$ cat src/rtl/tdm_pkg.sv
// tdm_pkg: shared types and constants for the TDM serial receive path.
//   state_t     - receiver alignment state (HUNT while searching, LOCKED once aligned)
//   TDM_NUM_CH  - default number of channels per frame
//   TDM_SLOT_W  - slot index width for the default channel count
package tdm_pkg;

    typedef enum logic {
        HUNT   = 1'b0,
        LOCKED = 1'b1
    } state_t;

    localparam int TDM_NUM_CH = 4;
    localparam int TDM_SLOT_W = $clog2(TDM_NUM_CH);

endpackage

$ cat src/rtl/tdm_slot_counter.sv
// tdm_slot_counter: modulo-NUM_CH slot index for the TDM receiver.
//   clk, rst_n - clock and asynchronous active-low reset
//   en         - advance slot by one (wraps NUM_CH-1 -> 0)
//   load1      - synchronous realign: slot <= 1 (bit just taken was ch0)
//   clr        - synchronous clear: slot <= 0 (takes priority over load1/en)
//   slot       - index of the next expected slot
//   last       - slot is the frame-completion slot (NUM_CH-1)
module tdm_slot_counter
    import tdm_pkg::*;
#(
    parameter int NUM_CH = TDM_NUM_CH
) (
    input  logic                      clk,
    input  logic                      rst_n,
    input  logic                      en,
    input  logic                      load1,
    input  logic                      clr,
    output logic [$clog2(NUM_CH)-1:0] slot,
    output logic                      last
);

    localparam int SLOT_W = $clog2(NUM_CH);

    // NOTE: sequential state uses non-blocking assignments so every register
    // samples the pre-edge values, independent of process ordering.
    always_ff @(posedge clk or negedge rst_n) begin
        if (!rst_n) begin
            slot <= '0;
        end else if (clr) begin
            slot <= '0;
        end else if (load1) begin
            slot <= SLOT_W'(1);
        end else if (en) begin
            // NUM_CH is a power of two, so natural overflow is the modulo wrap.
            slot <= slot + 1'b1;
        end
    end

    assign last = (slot == SLOT_W'(NUM_CH - 1));

endmodule

$ cat src/rtl/tdm_demux_rx.sv
// tdm_demux_rx: receive end of the NUM_CH-channel TDM serial link.
// Recovers frame alignment from the slot-0 sync marker, collects one bit per
// slot and publishes each complete frame as a registered parallel word.
//   clk, rst_n  - clock and asynchronous active-low reset
//   en          - bit strobe; data/sync are only looked at when en=1
//   data        - serial channel bit for the current slot
//   sync        - frame marker, expected together with the slot-0 bit
//   q           - last complete frame, q[i] = channel i
//   frame_valid - one-cycle pulse when q updates
//   locked      - frame alignment held
//   sync_err    - one-cycle pulse on a sync seen outside slot 0
//   slot        - index of the next expected slot
module tdm_demux_rx
    import tdm_pkg::*;
#(
    parameter int NUM_CH     = TDM_NUM_CH,
    parameter int MISS_LIMIT = 2
) (
    input  logic                      clk,
    input  logic                      rst_n,
    input  logic                      en,
    input  logic                      data,
    input  logic                      sync,
    output logic [NUM_CH-1:0]         q,
    output logic                      frame_valid,
    output logic                      locked,
    output logic                      sync_err,
    output logic [$clog2(NUM_CH)-1:0] slot
);

    localparam int MISS_W = $clog2(MISS_LIMIT + 1);

    state_t              state, state_nxt;
    logic [MISS_W-1:0]   miss_cnt;
    logic [NUM_CH-2:0]   sr;          // ch0..ch(NUM_CH-2) of the frame in progress
    logic [NUM_CH-2:0]   sr_shifted;

    logic slot_last, slot_zero, miss_at_limit;

    // Per-strobe control decisions, all zero when en=0.
    logic slot_adv, slot_load1, slot_clr;
    logic shift_en, frame_load, err_pulse;
    logic miss_clr, miss_inc;

    tdm_slot_counter #(
        .NUM_CH (NUM_CH)
    ) u_slot (
        .clk   (clk),
        .rst_n (rst_n),
        .en    (slot_adv),
        .load1 (slot_load1),
        .clr   (slot_clr),
        .slot  (slot),
        .last  (slot_last)
    );

    assign slot_zero     = (slot == '0);
    // This miss is the one that brings the count up to MISS_LIMIT.
    assign miss_at_limit = (miss_cnt == MISS_W'(MISS_LIMIT - 1));

    // State register.
    always_ff @(posedge clk or negedge rst_n) begin
        if (!rst_n) begin
            state <= HUNT;
        end else begin
            state <= state_nxt;
        end
    end

    // Next-state logic.
    // NOTE: every combinational output gets a default first, so no path leaves
    // it unassigned and no latch is inferred.
    always_comb begin
        state_nxt = state;
        if (en) begin
            case (state)
                HUNT:    if (sync) state_nxt = LOCKED;
                LOCKED:  if (slot_zero && !sync && miss_at_limit) state_nxt = HUNT;
                default: state_nxt = HUNT;
            endcase
        end
    end

    // Output/control logic.
    always_comb begin
        slot_adv   = 1'b0;
        slot_load1 = 1'b0;
        slot_clr   = 1'b0;
        shift_en   = 1'b0;
        frame_load = 1'b0;
        err_pulse  = 1'b0;
        miss_clr   = 1'b0;
        miss_inc   = 1'b0;
        if (en) begin
            case (state)
                HUNT: begin
                    if (sync) begin
                        shift_en   = 1'b1;
                        slot_load1 = 1'b1;
                        miss_clr   = 1'b1;
                    end
                end
                LOCKED: begin
                    if (sync && !slot_zero) begin
                        // Misplaced sync: drop the partial frame (including a
                        // would-be completion) and restart with this bit as ch0.
                        err_pulse  = 1'b1;
                        shift_en   = 1'b1;
                        slot_load1 = 1'b1;
                        miss_clr   = 1'b1;
                    end else if (slot_zero) begin
                        if (sync) begin
                            miss_clr = 1'b1;
                            shift_en = 1'b1;
                            slot_adv = 1'b1;
                        end else if (miss_at_limit) begin
                            // Too many missing syncs: bit discarded, back to hunting.
                            slot_clr = 1'b1;
                            miss_clr = 1'b1;
                        end else begin
                            // Flywheel: keep the bit as ch0 and carry on.
                            miss_inc = 1'b1;
                            shift_en = 1'b1;
                            slot_adv = 1'b1;
                        end
                    end else begin
                        shift_en   = 1'b1;
                        slot_adv   = 1'b1;
                        frame_load = slot_last;
                    end
                end
                default: ;
            endcase
        end
    end

    // New bits enter at the top and move down, so after NUM_CH-1 shifts ch0
    // sits at bit 0 and the word lines up with q's channel order.
    always_comb begin
        sr_shifted             = sr >> 1;
        sr_shifted[NUM_CH-2]   = data;
    end

    // NOTE: the frame storage is a handful of flops, so it is reset along with
    // everything else rather than left uninitialised like a RAM would be.
    always_ff @(posedge clk or negedge rst_n) begin
        if (!rst_n) begin
            miss_cnt    <= '0;
            sr          <= '0;
            q           <= '0;
            frame_valid <= 1'b0;
            sync_err    <= 1'b0;
        end else begin
            if (miss_clr) begin
                miss_cnt <= '0;
            end else if (miss_inc) begin
                miss_cnt <= miss_cnt + 1'b1;
            end
            if (shift_en) begin
                sr <= sr_shifted;
            end
            if (frame_load) begin
                q <= {data, sr};
            end
            frame_valid <= frame_load;
            sync_err    <= err_pulse;
        end
    end

    // state is a register, so locked has no combinational path from inputs.
    assign locked = (state == LOCKED);

endmodule
$ cat config.mk
export PLATFORM = sky130hd
export DESIGN_NAME = tdm_demux_rx
export DESIGN_NICKNAME = d
export VERILOG_FILES = /design/src/rtl/tdm_pkg.sv /design/src/rtl/tdm_slot_counter.sv /design/src/rtl/tdm_demux_rx.sv
export SDC_FILE = /design/constraint.sdc
export NUM_CORES = 1
export LEC_CHECK = 0
export CORE_MARGIN = 2
export CORE_UTILIZATION = 44
export CTS_BUF_LIST = sky130_fd_sc_hd__clkbuf_16
export CTS_CLUSTER_SIZE = 8
export DETAILED_ROUTE_END_ITERATION = 10
export GPL_TIMING_DRIVEN = 0
export PLACE_DENSITY = 0.83
export SETUP_SLACK_MARGIN = 0.02
export SYNTH_ARGS = -nofsm -noshare
export SYNTH_HDL_FRONTEND = slang
export SYNTH_SLANG_ARGS = --single-unit
$ cat constraint.sdc
create_clock -name clk -period 1.5 [get_ports clk]
set_input_delay 0.15 -clock clk [delete_from_list [all_inputs] [get_ports clk]]
set_output_delay 0.15 -clock clk [all_outputs]
set_load 0.005 [all_outputs]
; Word-level counts from Yosys, hierarchy flattened
; Cells that the tools add are included.
[totals]
regBits = 14
inputBits = 5
output_inout_bits = 9
word_cells = 62
[op_classes]
addsub = 2
eq_ne = 2
muxes = 42
bitwise_logic = 1
reduce_logical = 8
[ops]
columns = operator, count
row1 = $mux 1, 33
row2 = $mux 2, 5
row3 = $pmux 1 s2, 4
row4 = $add 2x1->2 const B, 2
row5 = $logic_and 1x1->1, 3
row6 = $reduce_bool 3->1, 1
row7 = $eq 2x1->1 const B, 1
row8 = $eq 2x2->1 const B, 1
row9 = $logic_not 1->1, 2
row10 = $logic_not 2->1, 1
row11 = $reduce_bool 2->1, 1
row12 = $not 1->1, 1

; Depth between registers and ports, before layout
; Gate-level depths: netlist of run 1.
[logic_depth]
depth_word = 10
depth_mapped = 5
depth_no_buf = 5

; Hierarchy
; A second synthesis of run 1 with hierarchy kept.
[hier_totals]
hier_cells = 53
hier_area_um2 = 660.6
[modules_own_cells]
columns = mod, n_inst, cells_per_inst, area_each_um2, seq_area_each_um2
row1 = tdm_demux_rx, 1, 45, 565.5, 300.3
row2 = tdm_slot_counter, 1, 8, 95.1, 50.0

; Worst setup path before layout of run 1
; OpenSTA, ideal clock, no wires.
[synth_timing]
kind = reg2reg
from = reg u_slot.slot[0]
to = reg sr[0]
setup_time_ns = 0.125
t_arrival_ns = 1.346
required_ns = 1.375
path_slack_ns = 0.030
path_stages_with_launch = 6
path_buffers = 0
synth_period_minus_slack_ns = 1.470
cell_sequence = dfrtp_1 inv_1 ha_1 a21boi_2 o21ai_2 mux2_2
[synth_via]
elab_chain_len = 6
elab_cells_between_ends = 7
classes_between = 4 x mux / 3 x reduce/logical
[synth_rtl]
columns = item, line
row1 = start: declaration, tdm_slot_counter.sv:18  ; output logic [$clog2(NUM_CH)-1:0] slot,
row2 = start signal: assignment, tdm_slot_counter.sv:35  ; slot <= slot + 1'b1;
row3 = $logic_not 2->1 *, tdm_demux_rx.sv:57  ; assign slot_zero = (slot == '0);
row4 = $logic_not 1->1, tdm_demux_rx.sv:104  ; if (sync && !slot_zero) begin
row5 = $logic_and 1x1->1, tdm_demux_rx.sv:104
row6 = $mux 1 *, tdm_demux_rx.sv:104
row7 = $pmux 1 s2 *, tdm_demux_rx.sv:95  ; case (state)
row8 = $mux 1 *, tdm_demux_rx.sv:94  ; if (en) begin
row9 = end signal: assignment, tdm_demux_rx.sv:160  ; sr <= sr_shifted;
row10 = end: declaration, tdm_demux_rx.sv:35  ; logic [NUM_CH-2:0] sr;
; Mark *: on every way between the ends. The rest lies on a longest branch, timed or not.
; A chain may end at the register's enable or synchronous reset.

; Final worst setup path of run 1
[layout_timing]
from = reg u_slot.slot[1]
to = reg sr[2]
; The elaborated chain is that of the path after synthesis.

==> reports/metrics.cfg, run 1 <==
[clock_network]
clock_sinks = 14
cts-buffers-inserted = 3
clk_latency_ps = 240
root_buffer = clkbuf_16
htreeDepth = 1
cts_hold_buf = 0
clk_path_buf_depth = 2
cts.clk_slew.worst_paths_ps = 40
cts_tree = built

[detailed_routing]
drt-initial-drc-count = 11
vias = 519
dr.pass1.iters = 5
vias_per_cell = 5.41
antenna_left = 0
drc = 0
wl_per_cell_um = 15.0
finalWirelength_um = 1440

[cells_and_area]
fin_nets = 91
final_common_cell = dfrtp_1
most-common-layout-cells = dfrtp_1 (13), clkdlybuf4s50_1 (12), inv_1 (5)
fillers = 115
area_delta_synth_final_pct = 36.5
stdcell_count = 96
layout-drive-gt1-share = 0.313
diodes = 0

[worst_setup_path]
cp-startpoint = u_slot.slot[1]
crit_path_max_fanout = 5
r2r-end = sr[2]
worstReg2RegStart = u_slot.slot[1]
r2r_slack_ps = 80
endpoint = sr[2]
cp.required_ps = 1620
setup.worst_path.start_class = flip-flop
crit_arrival_ps = 1540
worst-r2r-cell-count = 5
cp-end-kind = flip-flop
worst-setup-path-type = flip-flop to flip-flop

[sta]
timing.hold.ws_ps = 263
rsz0062_at_grt = no
worst_pin_slew_ps = 597
timing.slew.headroom = 0.601
finalCritPeriodShare = 0.949
setup_viol = 0
final_max_slew_viol_count = 0
period_needed_ps = 1420
hold_viol = 0
fmax_mhz = 703
setup_ws_ps = 76.9
finalClockSkew_ps = 4.30

[logic_synthesis]
syn_area_per_cell_um2 = 11.5
yosysWarnings = 0
synthDistinctLibCells = 24
syn_inst = 62
synth_fp_nets = 71
synth_area_um2 = 716
ys_ff_latch = 14
ys_seq_area_frac = 0.490

[floorplanning]
core_area_mm2 = 0.00152
row_count = 14
fp.dieW_um = 44.3
die_h_um = 44.3
dieArea_mm2 = 0.00197
initial_utilization = 0.470
io_pins = 14

[placement]
hpwl_um = 981
port_buffers = 12
post-place-ws_ps = -115
place_congestion = 0.762
placed_cells = 90

[global_routing]
grt_pass1_vias = 499
grt_max_degree = 15
grt_first_pass_wirelength_um = 2300
grt_overflow_total = 0
track_usage = 0.172
antenna_found_initial = 0

[worst_hold_path]
hp-class = input pin to flip-flop

[power_and_ir_drop]
finalPower_mw = 1.76
p_leak_nw = 0.446
powerDensity_mw_per_mm2 = 1800
ir_drop_v = 0.00123

[run]
drv_cap = 0

[run_status]
outcome = finished clean

==> logic make-up (layout without fill, tap and decap cells) <==
kind of cell | Yosys count | in the layout | synth area share
adder cells (fa/ha/maj) | 4 | 4 | 0.0699
buffers and inverters | 8 | 26 | 0.0437
flip-flops | 14 | 14 | 0.490
multiplexers | 7 | 7 | 0.131
AO/OA/AOI/OAI | 14 | 14 | 0.131
AND/OR/NAND/NOR | 15 | 15 | 0.135
==> sequential cells by signal, summed over array words and instances (netlist names) <==
signal	count
q	4
u_slot.slot	2
frame_valid	1
locked	1
sync_err	1
sr	3
miss_cnt	2
==> worst min path at each step <==
stage	start	endpoint	slack, ps	cells after the start
2_1_floorplan	rst_n	frame_valid	-150	0
4_1_cts	sync	u_slot.slot[0]	300	3
6_report	sync	sync_err	260	3
3_5_place_dp	q[2]	q[2]	500	1
5_1_grt	sync	sync_err	280	3
3_3_place_gp	sr[0]	q[0]	480	1
==> through the flow <==
stage / TNS [ps] / instance area (µm²) / utilization
floorplan: 0 / 716 / -
global placement: -424 / 856 / 0.562
detailed placement: -669 / 856 / 0.562
CTS: 0 / 951 / 0.624
global route: 0 / 977 / 0.641
finish: 0 / 977 / 0.641
==> power breakdown <==
part           switching [mW]  internal (mW)
Combinational           0.267          0.427
Sequential             0.0843          0.501
Clock                   0.133          0.347
Total                   0.484           1.28
==> per-layer routing <==
metal | global-route usage | up-vias | share of wire
li1 | - | 253 | -
met4 | 0.0545 | 0 | 0
met5 | 0 | - | 0
met2 | 0.285 | 13 | 0.55
met3 | 0.0735 | 0 | 0.045
met1 | 0.199 | 253 | 0.41
==> worst max-delay path, stage by stage, from the launching register on <==
cell	delay [ps]
dfrtp_1	400
inv_2	110
ha_4	170
a21boi_2	50
o21ai_2	210
mux2_2	360
==> cells in the mapped netlist <==
library cell | n | area [µm²]
nand3b_1 | 1 | 7.51
a21oi_1 | 4 | 20.0
mux2_2 | 3 | 33.8
nand3_1 | 3 | 15.0
inv_1 | 7 | 26.3
nor2_1 | 2 | 7.51
mux2_4 | 4 | 60.1
a21o_2 | 1 | 8.76
and2_4 | 1 | 8.76
o211ai_1 | 1 | 7.51
o21ai_0 | 3 | 15.0
nand3_4 | 1 | 17.5
buf_2 | 1 | 5.00
o31ai_1 | 1 | 7.51
a21boi_2 | 1 | 11.3
a21boi_0 | 2 | 15.0
nand2_1 | 2 | 7.51
ha_1 | 4 | 50.1
dfrtp_1 | 14 | 350
nand4_1 | 1 | 6.26
o21ai_2 | 1 | 8.76
nor3_1 | 1 | 5.00
nand2b_1 | 2 | 12.5
or3b_1 | 1 | 8.76
==> what timing repair did <==
item / in CTS / in global routing
pin swaps: 1 / 2
endpoints found under the setup margin: 8 / 9
setup buffers: 1 / 2
endpoints found under the hold margin: 0 / 0
resized for setup: 4 / 3
==> area by class of cell <==
cell class | count | area [µm²] | area share
multi-input combinational | 40 | 357 | 0.365
sequential | 14 | 352 | 0.360
timing repair buffer | 15 | 143 | 0.146
clock buffer | 3 | 75.1 | 0.0768
inverter | 7 | 26.3 | 0.0269
tap | 16 | 20.0 | 0.0205
buffer | 1 | 5.00 | 0.00512
No activity file was read; power rests on OpenSTA's default activity.
==> run 2: changes to the inputs <==
CORE_UTILIZATION = 43   (was 44)
SYNTH_HIERARCHICAL = 1   (was unset)
==> reports/metrics.cfg, run 2 <==
[floorplanning]
dieArea_mm2 = 0.00187  ; -5.1%
die_h_um = 43.2  ; -2.6%
initial_utilization = 0.449  ; -0.0206
row_count = 14  ; unchanged
io_pins = 14  ; unchanged
core_area_mm2 = 0.00147  ; -3.4%
fp.dieW_um = 43.2  ; -2.6%

[worst_setup_path]
path_cells = ha_2, or3_4, or4_4, a21oi_2
cp-end-kind = flip-flop
worst-setup-path-type = flip-flop to flip-flop
crit_path_max_incr_delay_ps = 420  ; +20 ps
crit_arrival_ps = 1700  ; +160 ps
cp.required_ps = 1670  ; +50 ps
setup.worst_path.start_class = flip-flop
crit_path_max_fanout = 4  ; -1
crit_family = simple AND/OR/NAND/NOR gates
slowest_stage = or4_4
cp.buffers_inverters = 0  ; -1

[logic_synthesis]
ys_seq_area_frac = 0.530  ; +0.0408
synthFlopType = dfrtp_1
synth_fp_nets = 60  ; -15%
yosysWarnings = 6  ; +6
ys_top_cells_by_area = dfrtp_1 (53%), mux2_2 (12%), ha_1 (3.8%)
synthDistinctLibCells = 23  ; -4.2%
synth_common_cells = dfrtp_1 (14), mux2_2 (7), a21oi_1 (4)
synth_edf_count = 0  ; unchanged
async_flop_share = 1.00  ; unchanged
synth_top_area_share = 0.530  ; +0.0408
post-synth-top-area-cell = dfrtp_1
synth_area_um2 = 661  ; -7.7%
syn_area_per_cell_um2 = 12.5  ; +8.0%
syn_inst = 53  ; -15%
yosysMostFrequentCell = dfrtp_1
ys_ff_latch = 14  ; unchanged

[sta]
finalClockSkew_ps = 2.61  ; -1.70 ps
hold_viol = 0  ; unchanged
rsz0062_at_grt = yes
setup_viol = 2  ; +2
final_max_slew_viol_count = 0  ; unchanged
setup_ws_ps = -33.4  ; -110 ps
finalCritPeriodShare = 1.02  ; +0.0736
timing.slew.headroom = 0.594  ; -0.00666
setup_tns_ps = -60.0  ; -60.0 ps
period_needed_ps = 1530  ; +110 ps
worst_pin_slew_ps = 607  ; +9.97 ps
fmax_mhz = 652  ; -7.2%

[power_and_ir_drop]
powerDensity_mw_per_mm2 = 1720  ; -4.7%
netSwitchingFraction = 0.267  ; -0.00849
p_seq_frac = 0.372  ; +0.039
ir_drop_v = 0.00110  ; -10%
power.share.clock = 0.295  ; +0.022
finalPower_mw = 1.64  ; -6.9%
p_leak_nw = 0.400  ; -10%
pwr-share-comb = 0.333  ; -0.062
p_sw_uw = 437  ; -9.7%
p_int_mw = 1.20  ; -5.8%

[detailed_routing]
drt-initial-drc-count = 5  ; -6
finalWirelength_um = 1330  ; -7.2%
vias_per_cell = 5.73  ; +6.0%
drc = 0  ; unchanged
wl_per_cell_um = 15.0  ; +0.13%
dr.pass1.iters = 4  ; -1
antenna_left = 0  ; unchanged
vias = 510  ; -1.7%

[global_routing]
antenna_found_initial = 0  ; unchanged
met1_usage = 0.207  ; +0.00705
grt_pass1_vias = 543  ; +8.8%
globalRoute.busiestLayer = met2
grt_use_met3 = 0.0383  ; -0.0352
grt_util_met2 = 0.293  ; +0.00724
track_usage = 0.175  ; +0.00323
grt_max_degree = 15  ; unchanged
grt_first_pass_wirelength_um = 2380  ; +3.6%
grt_overflow_total = 0  ; unchanged

[cells_and_area]
fin_nets = 82  ; -9.9%
area_delta_synth_final_pct = 44.5
top_regs = q x4, sr x3
regMostFlops = q
stdcell_count = 89  ; -7.3%
most-common-layout-cells = dfrtp_1 (11), clkdlybuf4s50_1 (11), mux2_2 (5), buf_4 (5)
layout-drive-gt1-share = 0.397  ; +0.0848
diodes = 0  ; unchanged
largest_reg_flops = 4  ; unchanged

[run_status]
violations = setup timing
outcome = finished, violations left

[placement]
port_buffers = 12  ; unchanged
placed_cells = 81  ; -10%
place_congestion = 0.730  ; -4.3%
hpwl_um = 894  ; -8.9%
post-place-ws_ps = -307  ; -192 ps

[clock_network]
clock_sinks = 14  ; unchanged
clk_path_buf_depth = 2  ; unchanged
cts.clk_slew.worst_paths_ps = 40  ; about the same
htreeDepth = 1  ; unchanged
cts-buffers-inserted = 3  ; unchanged
clk_latency_ps = 240  ; about the same
cts_tree = built
root_buffer = clkbuf_16

[run]
drv_cap = 0  ; unchanged

[worst_hold_path]
hp-class = input pin to asynchronous set/reset pin

==> run 2: changes by cell type after synthesis, moves of 2 or more <==
cell,change
inv_1,-4
nand3_1,-3
a21boi_0,-2
mux2_2,+4
mux2_4,-4
ha_1,-2
o21ai_0,-2
or4_1,+2
nand2b_1,-2
==> run 2: final timing paths <==
path	start	endpoint	slack (ps)	cells past startpoint
setup / recovery	miss_cnt[0]	miss_cnt[1]	-30	4
hold reg to reg	sr[0]	sr[0]	500	1
setup reg to reg	miss_cnt[0]	miss_cnt[1]	-30	4
min in group clk	en	locked	440	3
hold / removal	rst_n	miss_cnt[0]	300	1
max in group asynchronous	rst_n	locked	770	1
==> run 2: repair_timing <==
item	CTS	global route
pin swaps	1	2
buffers inserted	3	2
hold buffers	0	0
gates resized for setup	4	9
endpoints found under the setup margin	11	10
==> run 2: area by class of cell <==
| type | instances | area, µm² |
|---|---|---|
| clock buffers | 3 | 75.1 |
| multi-input cells | 35 | 334 |
| flip-flops and latches | 14 | 354 |
| inverters | 3 | 11.3 |
| well taps | 16 | 20.0 |
| fillers | 125 | 517 |
| repair buffers | 17 | 156 |
| plain buffers | 1 | 3.75 |
==> run 2: power groups by stage <==
stage	Combinational [mW]	Clock [mW]	Sequential (mW)
finish	0.545	0.484	0.610
global route	0.597	0.513	0.626
CTS	0.508	0.496	0.603
detailed placement	0.472	0	0.603
global placement	0.455	0	0.598
floorplan	0.244	0	0.589
==> run 2: logic make-up after synthesis <==
group / count (synthesis) / share of synthesized area
xor+xnor: 1 / 0.0133
mux: 8 / 0.134
flops: 14 / 0.530
buf+inv: 4 / 0.0227
compound gates: 11 / 0.108
simple gates: 13 / 0.153
fa+ha+maj: 2 / 0.0379
==> run 2: worst register-to-register path, stage by stage (launching register included) <==
cell     delay [ps]
dfrtp_1         380
ha_2            200
or3_4           350
or4_4           420
a21oi_2         120
==> run 2: stage by stage <==
stage | hold WS (ps) | instance area [µm²] | utilization
4_1_cts | 325 | 910 | 0.618
5_1_grt | 379 | 955 | 0.649
2_1_floorplan | -146 | 663 | -
3_5_place_dp | 497 | 803 | 0.546
3_3_place_gp | 490 | 803 | 0.546
6_report | 296 | 955 | 0.649
==> run 2: layer usage <==
metal / vias up / routed length, µm
li1: 239 / -
met1: 254 / 568
met2: 12 / 682
met3: 5 / 48
met4: 0 / 34
met5: - / 0
